===== src/rtl/fifo_rd_packer_if.sv =====
// -----------------------------------------------------------------------------
// fifo_rd_packer_if
//   Bundles the signals of fifo_rd_packer that are not clock or reset:
//   the read port of the asynchronous FIFO and the packed output stream.
//
//   FIFO read side:
//     rdata   [DSIZE]       FIFO head entry, valid while rempty = 0
//     rempty                FIFO empty flag
//     rinc                  pop strobe (driven by the packer)
//     flush                 single-cycle request to emit a partial word
//   Packed output stream:
//     m_data  [DSIZE*PACK]  packed word, lane 0 = first entry popped
//     m_keep  [PACK]        lane-valid mask
//     m_valid               word valid
//     m_ready               downstream accept
//
//   Modports:
//     master : the packer itself
//     slave  : the environment (FIFO read port plus downstream consumer)
// -----------------------------------------------------------------------------
interface fifo_rd_packer_if #(
    parameter int DSIZE = 8,
    parameter int PACK  = 4
) ();

    logic [DSIZE-1:0]      rdata;
    logic                  rempty;
    logic                  rinc;
    logic                  flush;
    logic [DSIZE*PACK-1:0] m_data;
    logic [PACK-1:0]       m_keep;
    logic                  m_valid;
    logic                  m_ready;

    modport master (
        input  rdata,
        input  rempty,
        input  flush,
        input  m_ready,
        output rinc,
        output m_data,
        output m_keep,
        output m_valid
    );

    modport slave (
        output rdata,
        output rempty,
        output flush,
        output m_ready,
        input  rinc,
        input  m_data,
        input  m_keep,
        input  m_valid
    );

endinterface


===== src/rtl/fifo_rd_packer.sv =====
// -----------------------------------------------------------------------------
// fifo_rd_packer
//   Read-side consumer of the asynchronous FIFO, clocked only by the FIFO read
//   clock. Pops DSIZE-bit entries and packs PACK consecutive entries into one
//   wide word presented on a registered valid/ready stream. A flush request
//   emits whatever lanes are already collected as a partial word with a
//   lane-keep mask.
//
//   Parameters:
//     DSIZE  width of one FIFO entry
//     PACK   entries per output word (power of two, 2..8)
//
//   Ports:
//     rclk    read-domain clock
//     rrst_n  synchronous active-low reset
//     rd      fifo_rd_packer_if.master: rdata/rempty/rinc/flush and
//             m_data/m_keep/m_valid/m_ready
//
//   rinc is combinational so the FIFO pointer advances on the same edge that
//   captures rdata; all stream outputs are registered.
// -----------------------------------------------------------------------------
module fifo_rd_packer #(
    parameter int DSIZE = 8,
    parameter int PACK  = 4
) (
    input  logic             rclk,
    input  logic             rrst_n,
    fifo_rd_packer_if.master rd
);

    localparam int              CW       = (PACK > 1) ? $clog2(PACK) : 1;
    localparam int              WW       = DSIZE * PACK;
    localparam logic [CW-1:0]   CNT_ZERO = {CW{1'b0}};
    localparam logic [CW-1:0]   CNT_ONE  = CW'(1);
    localparam logic [CW-1:0]   CNT_LAST = CW'(PACK - 1);

    // NORMAL: popping allowed. FLUSHING: a flush is pending, popping paused
    // until the partial word has been loaded (or there was nothing to emit).
    typedef enum logic [0:0] {
        ST_NORMAL   = 1'b0,
        ST_FLUSHING = 1'b1
    } flush_state_t;

    flush_state_t                    state_r;
    flush_state_t                    state_nxt_s;
    logic [CW-1:0]                   cnt_r;
    logic [CW-1:0]                   cnt_nxt_s;
    logic [PACK-2:0][DSIZE-1:0]      acc_r;

    logic [WW-1:0]                   m_data_r;
    logic [PACK-1:0]                 m_keep_r;
    logic                            m_valid_r;

    logic                            out_free_s;
    logic                            last_s;
    logic                            rinc_s;
    logic                            fill_pop_s;
    logic                            full_pop_s;
    logic                            flush_emit_s;
    logic                            load_s;
    logic [WW-1:0]                   full_data_s;
    logic [WW-1:0]                   partial_data_s;
    logic [PACK-1:0]                 partial_keep_s;
    logic [WW-1:0]                   load_data_s;
    logic [PACK-1:0]                 load_keep_s;

    // Pop and load qualifiers.
    always_comb begin
        out_free_s   = !m_valid_r || rd.m_ready;
        last_s       = (cnt_r == CNT_LAST);
        // Only the completing pop needs room in the output register; fill
        // pops keep going while the output stalls. rrst_n gates the strobe
        // so the FIFO is never popped during reset.
        rinc_s       = rrst_n && !rd.rempty && (state_r == ST_NORMAL) &&
                       !rd.flush && (!last_s || out_free_s);
        fill_pop_s   = rinc_s && !last_s;
        full_pop_s   = rinc_s && last_s;
        flush_emit_s = (state_r == ST_FLUSHING) && (cnt_r != CNT_ZERO) &&
                       out_free_s;
        load_s       = full_pop_s || flush_emit_s;
    end

    // Flush FSM next-state logic.
    always_comb begin
        state_nxt_s = state_r;
        case (state_r)
            ST_NORMAL: begin
                if (rd.flush) begin
                    state_nxt_s = ST_FLUSHING;
                end else begin
                    state_nxt_s = ST_NORMAL;
                end
            end
            ST_FLUSHING: begin
                // Further flush pulses here are absorbed: leaving FLUSHING
                // depends only on the fill count and output room.
                if (cnt_r == CNT_ZERO) begin
                    state_nxt_s = ST_NORMAL;
                end else if (out_free_s) begin
                    state_nxt_s = ST_NORMAL;
                end else begin
                    state_nxt_s = ST_FLUSHING;
                end
            end
            default: begin
                state_nxt_s = ST_NORMAL;
            end
        endcase
    end

    // Fill-count next value.
    always_comb begin
        cnt_nxt_s = cnt_r;
        if (load_s) begin
            cnt_nxt_s = CNT_ZERO;
        end else if (fill_pop_s) begin
            cnt_nxt_s = cnt_r + CNT_ONE;
        end else begin
            cnt_nxt_s = cnt_r;
        end
    end

    // Candidate words: full word (accumulator + current rdata in the top lane)
    // and partial word (filled lanes only, upper lanes zero).
    always_comb begin
        full_data_s    = {WW{1'b0}};
        partial_data_s = {WW{1'b0}};
        partial_keep_s = {PACK{1'b0}};
        for (int i = 0; i < PACK - 1; i++) begin
            full_data_s[i*DSIZE +: DSIZE] = acc_r[i];
            if (CW'(i) < cnt_r) begin
                partial_data_s[i*DSIZE +: DSIZE] = acc_r[i];
                partial_keep_s[i]                = 1'b1;
            end else begin
                partial_data_s[i*DSIZE +: DSIZE] = {DSIZE{1'b0}};
                partial_keep_s[i]                = 1'b0;
            end
        end
        full_data_s[(PACK-1)*DSIZE +: DSIZE] = rd.rdata;
        // cnt never reaches PACK, so the top lane is never part of a partial.
        partial_keep_s[PACK-1]               = 1'b0;
    end

    // Select the word loaded into the output register.
    always_comb begin
        load_data_s = partial_data_s;
        load_keep_s = partial_keep_s;
        if (full_pop_s) begin
            load_data_s = full_data_s;
            load_keep_s = {PACK{1'b1}};
        end else begin
            load_data_s = partial_data_s;
            load_keep_s = partial_keep_s;
        end
    end

    // Flush FSM state register and fill count.
    always_ff @(posedge rclk) begin
        if (!rrst_n) begin
            state_r <= ST_NORMAL;
            cnt_r   <= CNT_ZERO;
        end else begin
            state_r <= state_nxt_s;
            cnt_r   <= cnt_nxt_s;
        end
    end

    // Accumulator lanes: a fill pop writes rdata into lane cnt.
    always_ff @(posedge rclk) begin
        if (!rrst_n) begin
            acc_r <= {((PACK-1)*DSIZE){1'b0}};
        end else begin
            for (int i = 0; i < PACK - 1; i++) begin
                if (fill_pop_s && (cnt_r == CW'(i))) begin
                    acc_r[i] <= rd.rdata;
                end
            end
        end
    end

    // Output register: load wins over transfer so back-to-back words have no
    // bubble; data/keep are untouched while a word waits for m_ready.
    always_ff @(posedge rclk) begin
        if (!rrst_n) begin
            m_data_r  <= {WW{1'b0}};
            m_keep_r  <= {PACK{1'b0}};
            m_valid_r <= 1'b0;
        end else if (load_s) begin
            m_data_r  <= load_data_s;
            m_keep_r  <= load_keep_s;
            m_valid_r <= 1'b1;
        end else if (m_valid_r && rd.m_ready) begin
            m_valid_r <= 1'b0;
        end
    end

    assign rd.rinc    = rinc_s;
    assign rd.m_data  = m_data_r;
    assign rd.m_keep  = m_keep_r;
    assign rd.m_valid = m_valid_r;

endmodule

===== src/flat_wrapper.sv =====
// flat-port wrapper written by rule: the top's interface ports become plain ports
module fifo_rd_packer_flat 
#(
    parameter int DSIZE = 8,
    parameter int PACK  = 4
)
  (rclk, rrst_n, rd_rdata, rd_rempty, rd_flush, rd_m_ready, rd_rinc, rd_m_data, rd_m_keep, rd_m_valid);
  fifo_rd_packer_if #(.DSIZE(DSIZE), .PACK(PACK)) rd_i ();
  input  logic rclk;
  input  logic rrst_n;
  input wire logic [$bits(rd_i.rdata)-1:0] rd_rdata;
  input wire logic [$bits(rd_i.rempty)-1:0] rd_rempty;
  input wire logic [$bits(rd_i.flush)-1:0] rd_flush;
  input wire logic [$bits(rd_i.m_ready)-1:0] rd_m_ready;
  output wire logic [$bits(rd_i.rinc)-1:0] rd_rinc;
  output wire logic [$bits(rd_i.m_data)-1:0] rd_m_data;
  output wire logic [$bits(rd_i.m_keep)-1:0] rd_m_keep;
  output wire logic [$bits(rd_i.m_valid)-1:0] rd_m_valid;
  assign rd_i.rdata = rd_rdata;
  assign rd_i.rempty = rd_rempty;
  assign rd_i.flush = rd_flush;
  assign rd_i.m_ready = rd_m_ready;
  assign rd_rinc = rd_i.rinc;
  assign rd_m_data = rd_i.m_data;
  assign rd_m_keep = rd_i.m_keep;
  assign rd_m_valid = rd_i.m_valid;
  fifo_rd_packer #(.DSIZE(DSIZE), .PACK(PACK)) u_core (.rclk(rclk), .rrst_n(rrst_n), .rd(rd_i));
endmodule

===== config.mk =====
export PLATFORM = sky130hd
export DESIGN_NAME = fifo_rd_packer_flat
export DESIGN_NICKNAME = d
export VERILOG_FILES = /design/src/rtl/fifo_rd_packer_if.sv /design/src/rtl/fifo_rd_packer.sv /design/src/flat_wrapper.sv
export SDC_FILE = /design/constraint.sdc
export NUM_CORES = 1
export LEC_CHECK = 0
export CAP_MARGIN = 20
export CORE_ASPECT_RATIO = 0.75
export CORE_UTILIZATION = 52
export CTS_BUF_LIST = sky130_fd_sc_hd__clkbuf_4
export CTS_CLUSTER_DIAMETER = 200
export CTS_CLUSTER_SIZE = 24
export DETAILED_ROUTE_END_ITERATION = 6
export PLACE_DENSITY = 0.81
export SLEW_MARGIN = 10
export SYNTH_ARGS = -nofsm -noshare
export SYNTH_HDL_FRONTEND = slang
export SYNTH_SLANG_ARGS = --single-unit

===== constraint.sdc =====
create_clock -name rclk -period 2.3 [get_ports rclk]
set_clock_uncertainty 0.05 [all_clocks]
set_input_delay 0.46 -clock rclk [delete_from_list [all_inputs] [get_ports rclk]]
set_output_delay 0.46 -clock rclk [all_outputs]
set_load 0.1 [all_outputs]

==> results of run 1 <==
-- per-layer routing --
layer	track usage [%]	up-vias	routed length [um]
met3	6.77	8	189
met5	0	-	0
met4	9.95	0	68
met2	36.8	41	2270
li1	-	997	-
met1	31.9	922	2600
-- power by group through the flow --
stage          combinational [mW]  clock (mW)  sequential (mW)
3_3_place_gp                0.119           0             1.15
2_1_floorplan              0.0560           0             1.16
6_report                    0.122       0.821             1.13
4_1_cts                     0.121       0.841             1.13
5_1_grt                     0.131       0.895             1.13
3_5_place_dp                0.120           0             1.15
-- sequential cells by signal, indices dropped and copies added (netlist names) --
name	count
u_core.cnt_r	2
u_core.rd.m_valid	1
u_core.state_r	1
u_core.rd.m_data	32
u_core.rd.m_keep	4
u_core.acc_r	24
-- cells by family after synthesis --
family | after synthesis | synth area share, %
AOI/OAI and AO/OA | 50 | 13.1
muxes | 17 | 7.16
xor gates and xnor gates | 1 | 0.366
buffers and inverters | 19 | 3.61
and+or+nand+nor | 99 | 19.1
adders and majority gates | 6 | 3.14
DFF | 64 | 53.5
-- per-stage QoR --
step / hold slack [ns] / setup TNS, ns / instances / util (%) / area [um2]
3_5_place_dp: 0.402 / -7.52 / 362 / 70.6 / 2980
5_1_grt: 0.422 / 0 / 377 / 74.3 / 3140
2_1_floorplan: 0.386 / 0 / 256 / - / 2410
4_1_cts: 0.417 / 0 / 377 / 74.3 / 3140
6_report: 0.412 / 0 / 377 / 74.3 / 3140
3_3_place_gp: 0.395 / -6.07 / 362 / 70.6 / 2980
-- timing repair --
| action | 4_1_cts | 5_1_grt |
|---|---|---|
| setup endpoints to repair | 1 | 0 |
| setup buffers | 1 | 0 |
| resized for setup | 1 | 0 |
-- cell type report --
| cell class | count | area share, % |
|---|---|---|
| Clock buffer | 9 | 2.15 |
| Clock inverter | 6 | 2.71 |
| Inverter | 2 | 0.239 |
| Multi-Input combinational cell | 173 | 33.2 |
| Sequential cell | 64 | 40.8 |
| Tap cell | 55 | 2.19 |
| Timing Repair Buffer | 68 | 18.6 |
-- layout by cell type (no fill, tap or decap), types with 2 or more instances in the layout --
master / count
clkinvlp_4: 2
dfxtp_1: 63
bufinv_16: 2
nor2_1: 2
nand2_1: 71
buf_12: 4
mux2i_1: 16
a32o_1: 7
a21boi_1: 2
ha_1: 6
nor2b_1: 3
nand3_1: 11
a21oi_1: 3
buf_4: 52
inv_1: 2
nor3b_2: 3
o21ai_0: 26
clkdlybuf4s50_1: 11
clkinv_2: 2
and3_1: 2
o22ai_1: 9
nand2b_1: 2
clkbuf_4: 9
-- tightest hold or removal path, cell delays in order (launching register included) --
cell,delay (ns)
dfxtp_1,0.32
nand2_1,0.05
a21boi_1,0.05
-- path summary, 6_finish.rpt --
kind | start | slack, ns | end
worst max-delay path | rd_rempty | 0.03 | rd_rinc
worst min-delay path | u_core.rd.m_keep[1] | 0.41 | u_core.rd.m_keep[1]
worst max register to register | u_core.state_r | 0.22 | u_core.rd.m_data[19]
worst min register to register | u_core.rd.m_keep[1] | 0.41 | u_core.rd.m_keep[1]
==> qor.csv, run 1 <==
stage;metric;value;unit
run_status;status;complete, no violations;
worst_setup_path;critical path data arrival time;1.76;ns
worst_setup_path;Setup crit start kind;primary input;
clock_network;Hold-fix buffers, CTS;0;
yosys;Synthesis Warnings;0;
floorplanning;Rows;20;
clock_network;CTS Buf Count;9;
cells_and_area;# nets final;337;
power_and_ir_drop;sequential share of power;54.4;%
clock_network;# clock sinks;64;
power_and_ir_drop;Net Sw Frac;22.7;%
yosys;#FFs+latches synth;64;
yosys;syn_area_per_cell;9.35;um2
floorplanning;Starting Density;56.6;%
worst_setup_path;WP data required;1.79;ns
power_and_ir_drop;Max VDD drop;0.456;mV
yosys;top area cells in the synthesized netlist;dfxtp_1 54%, nand2_1 11%, mux2i_1 6.7%, o21ai_0 5.4%, ha_1 3.1%;
worst_setup_path;Crit-path slowest cell;or4b_4;
floorplanning;total core area;4230;um2
timing;post-layout min period;2.27;ns
timing;Final Max Slew Viols;0;
yosys;commonest cells in the netlist;71 x nand2_1, 64 x dfxtp_1, 26 x o21ai_0, 16 x mux2i_1, 11 x nand3_1;
yosys;count of cell types in the netlist;27;
yosys;dominant cell type by area after synthesis;dfxtp_1;
worst_setup_path;CP max FO;2;
yosys;Yosys top cell area share;53.5;%
worst_setup_path;CP peak stage delay;0.57;ns
hold_path;Hold Path Class;reg2reg;
clock_network;Clk pin slew, worst setup/hold paths;0.10;ns
grt;initial antenna violation count;0;
detailed_routing;via/cell ratio;5.22;
power_and_ir_drop;Pint;1.60;mW
floorplanning;Die Wd;80.3;um
detailed_routing;# DRC;0;
yosys;register area share after synthesis;53.5;%
detailed_routing;Detailed Routing Iterations Pass 1;4;
grt;grt ovf;0;
clock_network;Clock Latency Late Sink;0.39;ns
floorplanning;Ports;51;
yosys;most common cell in the netlist;nand2_1;
place;I/O Buffers;50;
grt;largest net degree at the start of global routing;76;
timing;RSZ-0062 raised after global routing;false;
yosys;EDFF count, synth;0;
grt;vias in the first global route;1817;
detailed_routing;WL/cell;13.6;um
floorplanning;die area;4880;um2
grt;first-pass GRT wire length;8.59;mm
detailed_routing;final wirelength;5.13;mm
power_and_ir_drop;Switching Power;469;uW
clock_network;CTS tree;built;
detailed_routing;DRT iter0 DRCs;69;
power_and_ir_drop;Pwr Total;2.07;mW
power_and_ir_drop;PD cells;659;nW/um2
place;gp weighted congestion;0.750;
cells_and_area;area delta synth->final;31.2;%
place;DP Worst Slack;-0.198;ns
worst_setup_path;Buf/Inv on CP;2;
cells_and_area;fillers;322;
worst_setup_path;R2R depth;6;
timing;slew of the pin with the lowest slew margin;0.711;ns
yosys;Post-synth ARST share;0;%
power_and_ir_drop;LEAKAGE;1.35;nW
cells_and_area;Antenna diodes;0;
detailed_routing;vias;1968;
timing;Slew headroom;52.6;%
yosys;synthesized net count;275;
timing;Final Hold Fails;0;
power_and_ir_drop;Comb power frac;5.9;%
worst_setup_path;stages on the worst setup path;4;
cells_and_area;register area;1280;um2
timing;period utilization;98.9;%
yosys;Post-Syn Area;2390;um2
clock_network;CTS Buffer Depth;2;
timing;Setup Viol. Count Final;0;
worst_setup_path;critical path class;in2out;
worst_setup_path;worst path cell trace;clkdlybuf4s50_1, or4b_4, a21oi_4, buf_12;
hold_path;Hold Path Cell Cnt;2;
clock_network;H-tree depth;3;
power_and_ir_drop;clock network power share;39.7;%
cells_and_area;share of cells above drive strength 1;25.5;%
yosys;ys flop type;dfxtp_1;
clock_network;clk root buf;clkbuf_4;
detailed_routing;antenna-violating nets left;0;
cells_and_area;multi-input logic area;1040;um2
place;dpl hpwl;3.47;mm
worst_setup_path;CP top delay family;buffers and inverters;
timing;highest clock rate;440;MHz
worst_setup_path;critical path endpoint category;output port;
grt;GRT Resource Usage Total;23.9;%
yosys;Cells after Synth;256;
flow_run;Max Cap Violations;0;
timing;PnR worst setup slack;0.0254;ns
floorplanning;Die Span Y;60.8;um
Power figures use the tool's default switching activity.
==> run 2, diff against run 1 <==
Settings changed: CORE_MARGIN set to 2, CORE_UTILIZATION 52 to 47, PLACE_DENSITY 0.81 to 0.78.
Clock period 2.3 ns to 2 ns, I/O delays scaled along.
==> qor.csv, run 2 (same netlist as run 1, synthesis figures left out) <==
stage;metric;value;unit;change
cells_and_area;max reg flops;32;;unchanged
place;dpl hpwl;3.71;mm;+6.9%
place;I/O Buffers;50;;unchanged
clock_network;# clock sinks;64;;unchanged
cells_and_area;final core area utilization;65.6;%;-8.7 points
floorplanning;total core area;4900;um2;+16%
worst_setup_path;critical path endpoint category;output port;;
clock_network;Clk pin slew, worst setup/hold paths;0.10;ns;about the same
worst_setup_path;CP max FO;2;;unchanged
worst_setup_path;CP peak stage delay;0.52;ns;-0.05 ns
power_and_ir_drop;PD cells;718;nW/um2;+9.0%
clock_network;clk root buf;clkbuf_4;;
timing;Setup Viol. Count Final;1;;+1
grt;initial antenna violation count;0;;unchanged
timing;highest clock rate;464;MHz;
worst_setup_path;worst path cell trace;or4b_4, buf_6, a21oi_4, buf_12;;
run_status;status;finished with violations;;
floorplanning;Die Wd;86.4;um;+7.5%
worst_setup_path;CP top delay family;simple AND/OR/NAND/NOR gates;;
grt;grt ovf;0;;unchanged
floorplanning;Rows;22;;+10%
timing;Slew headroom;54.9;%;+2.3 points
timing;period utilization;108;%;
grt;first-pass GRT wire length;8.80;mm;+2.5%
worst_setup_path;Buf/Inv on CP;2;;unchanged
detailed_routing;DRT iter0 DRCs;85;;+23%
floorplanning;Die Span Y;65.8;um;+8.3%
run_status;failing checks;setup timing;;
power_and_ir_drop;LEAKAGE;1.39;nW;+2.7%
cells_and_area;Antenna diodes;0;;unchanged
clock_network;CTS tree;built;;
timing;worst hold slack;0.416;ns;+0.00385 ns
worst_setup_path;Setup crit start kind;register;;
power_and_ir_drop;Max VDD drop;0.431;mV;-5.5%
timing;Final Max Slew Viols;0;;unchanged
hold_path;Hold Path Class;reg2reg;;
detailed_routing;Detailed Routing Iterations Pass 1;4;;unchanged
cells_and_area;commonest cells after routing, fill and taps aside;71 x nand2_1, 62 x dfxtp_1, 55 x buf_4, 26 x o21ai_0, 16 x mux2i_1;;
floorplanning;Starting Density;48.9;%;-7.7 points
detailed_routing;via/cell ratio;5.31;;+1.7%
worst_setup_path;stages on the worst setup path;4;;unchanged
floorplanning;Ports;51;;unchanged
detailed_routing;# DRC;0;;unchanged
clock_network;Clock Latency Late Sink;0.40;ns;about the same
clock_network;CTS Buffer Depth;2;;unchanged
detailed_routing;antenna-violating nets left;0;;unchanged
detailed_routing;vias;2071;;+5.2%
cells_and_area;# nets final;344;;+2.1%
grt;vias in the first global route;1904;;+4.8%
flow_run;Max Cap Violations;0;;unchanged
hold_path;Hold Path Cell Cnt;2;;unchanged
timing;post-layout min period;2.15;ns;
floorplanning;die area;5690;um2;+16%
cells_and_area;commonest non-fill, non-tap cell in the layout;nand2_1;;
detailed_routing;WL/cell;14.1;um;+3.4%
worst_setup_path;R2R depth;7;;+1
worst_setup_path;critical path data arrival time;1.70;ns;-0.06 ns
timing;slew of the pin with the lowest slew margin;0.677;ns;-0.0348 ns
place;gp weighted congestion;0.745;;-0.75%
cells_and_area;share of cells above drive strength 1;28.8;%;+3.3 points
power_and_ir_drop;Pwr Total;2.31;mW;+11%
timing;PnR worst setup slack;-0.153;ns;-0.179 ns
worst_setup_path;Crit-path slowest cell;or4b_4;;
timing;RSZ-0062 raised after global routing;true;;
grt;largest net degree at the start of global routing;76;;unchanged
grt;GRT Resource Usage Total;20.5;%;-3.3 points
worst_setup_path;WP data required;1.55;ns;-0.24 ns
timing;Final Hold Fails;0;;unchanged
clock_network;H-tree depth;3;;unchanged
detailed_routing;final wirelength;5.49;mm;+7.0%
cells_and_area;area delta synth->final;34.2;%;
clock_network;CTS Buf Count;9;;unchanged
worst_setup_path;critical path class;reg2out;;
==> run 2: worst paths after layout <==
kind / from / to / slack [ns]
worst min register to register: u_core.rd.m_data[11] / u_core.rd.m_data[11] / 0.42
worst max-delay path: u_core.state_r / rd_rinc / -0.15
worst min-delay path: u_core.rd.m_data[11] / u_core.rd.m_data[11] / 0.42
worst max register to register: u_core.state_r / u_core.rd.m_data[16] / 0.05
==> run 2: metrics by stage <==
step	cells	cell area (um2)	worst slack, ns	TNS [ns]
after floorplan	256	2420	-0.0561	-0.0561
after global placement	369	3000	-0.373	-18.83
after detailed placement	369	3000	-0.455	-20.25
after CTS	387	3160	-0.173	-0.173
after global routing	390	3210	-0.220	-0.271
final	390	3210	-0.153	-0.153
==> run 2: timing repair <==
action	4_1_cts	5_1_grt
endpoints found under the setup margin	6	32
endpoints found under the hold margin	0	0
resized for setup	5	6
hold buffers	0	0
buffers inserted	2	2
gates cloned	0	1
pin swaps	1	4
==> run 2: cell type report <==
class	count	area, um2
tap	60	75.1
multi-input combinational	174	1070
inverter	2	7.51
fill	405	1690
clock buffer	13	97.6
clock inverter	3	42.5
sequential	64	1290
timing repair buffer	74	631
==> run 2: worst min-delay path, stage by stage, from the launching register on <==
cell	delay, ns
dfxtp_1	0.32
nand2_1	0.05
mux2i_1	0.06
==> run 2: power breakdown <==
| part | leakage (nW) | internal, mW | total [mW] | switching, mW |
|---|---|---|---|---|
| Combinational | 0.793 | 0.0610 | 0.148 | 0.0873 |
| Clock | 0.0780 | 0.437 | 0.865 | 0.429 |
| Sequential | 0.518 | 1.29 | 1.29 | 0.00615 |
==> run 2: per-layer routing <==
| layer | track usage (%) | part of all wire [%] |
|---|---|---|
| met1 | 26.7 | 45 |
| met2 | 29.2 | 43 |
| met3 | 8.74 | 9.4 |
| met4 | 9.96 | 2.5 |
| met5 | 0 | 0 |
==> run 3, diff against run 2 <==
Settings changed: CTS_CLUSTER_DIAMETER 200 to 40.
==> results of run 3 <==
No change in the layout: final DEF, timing and power equal those of run 2.
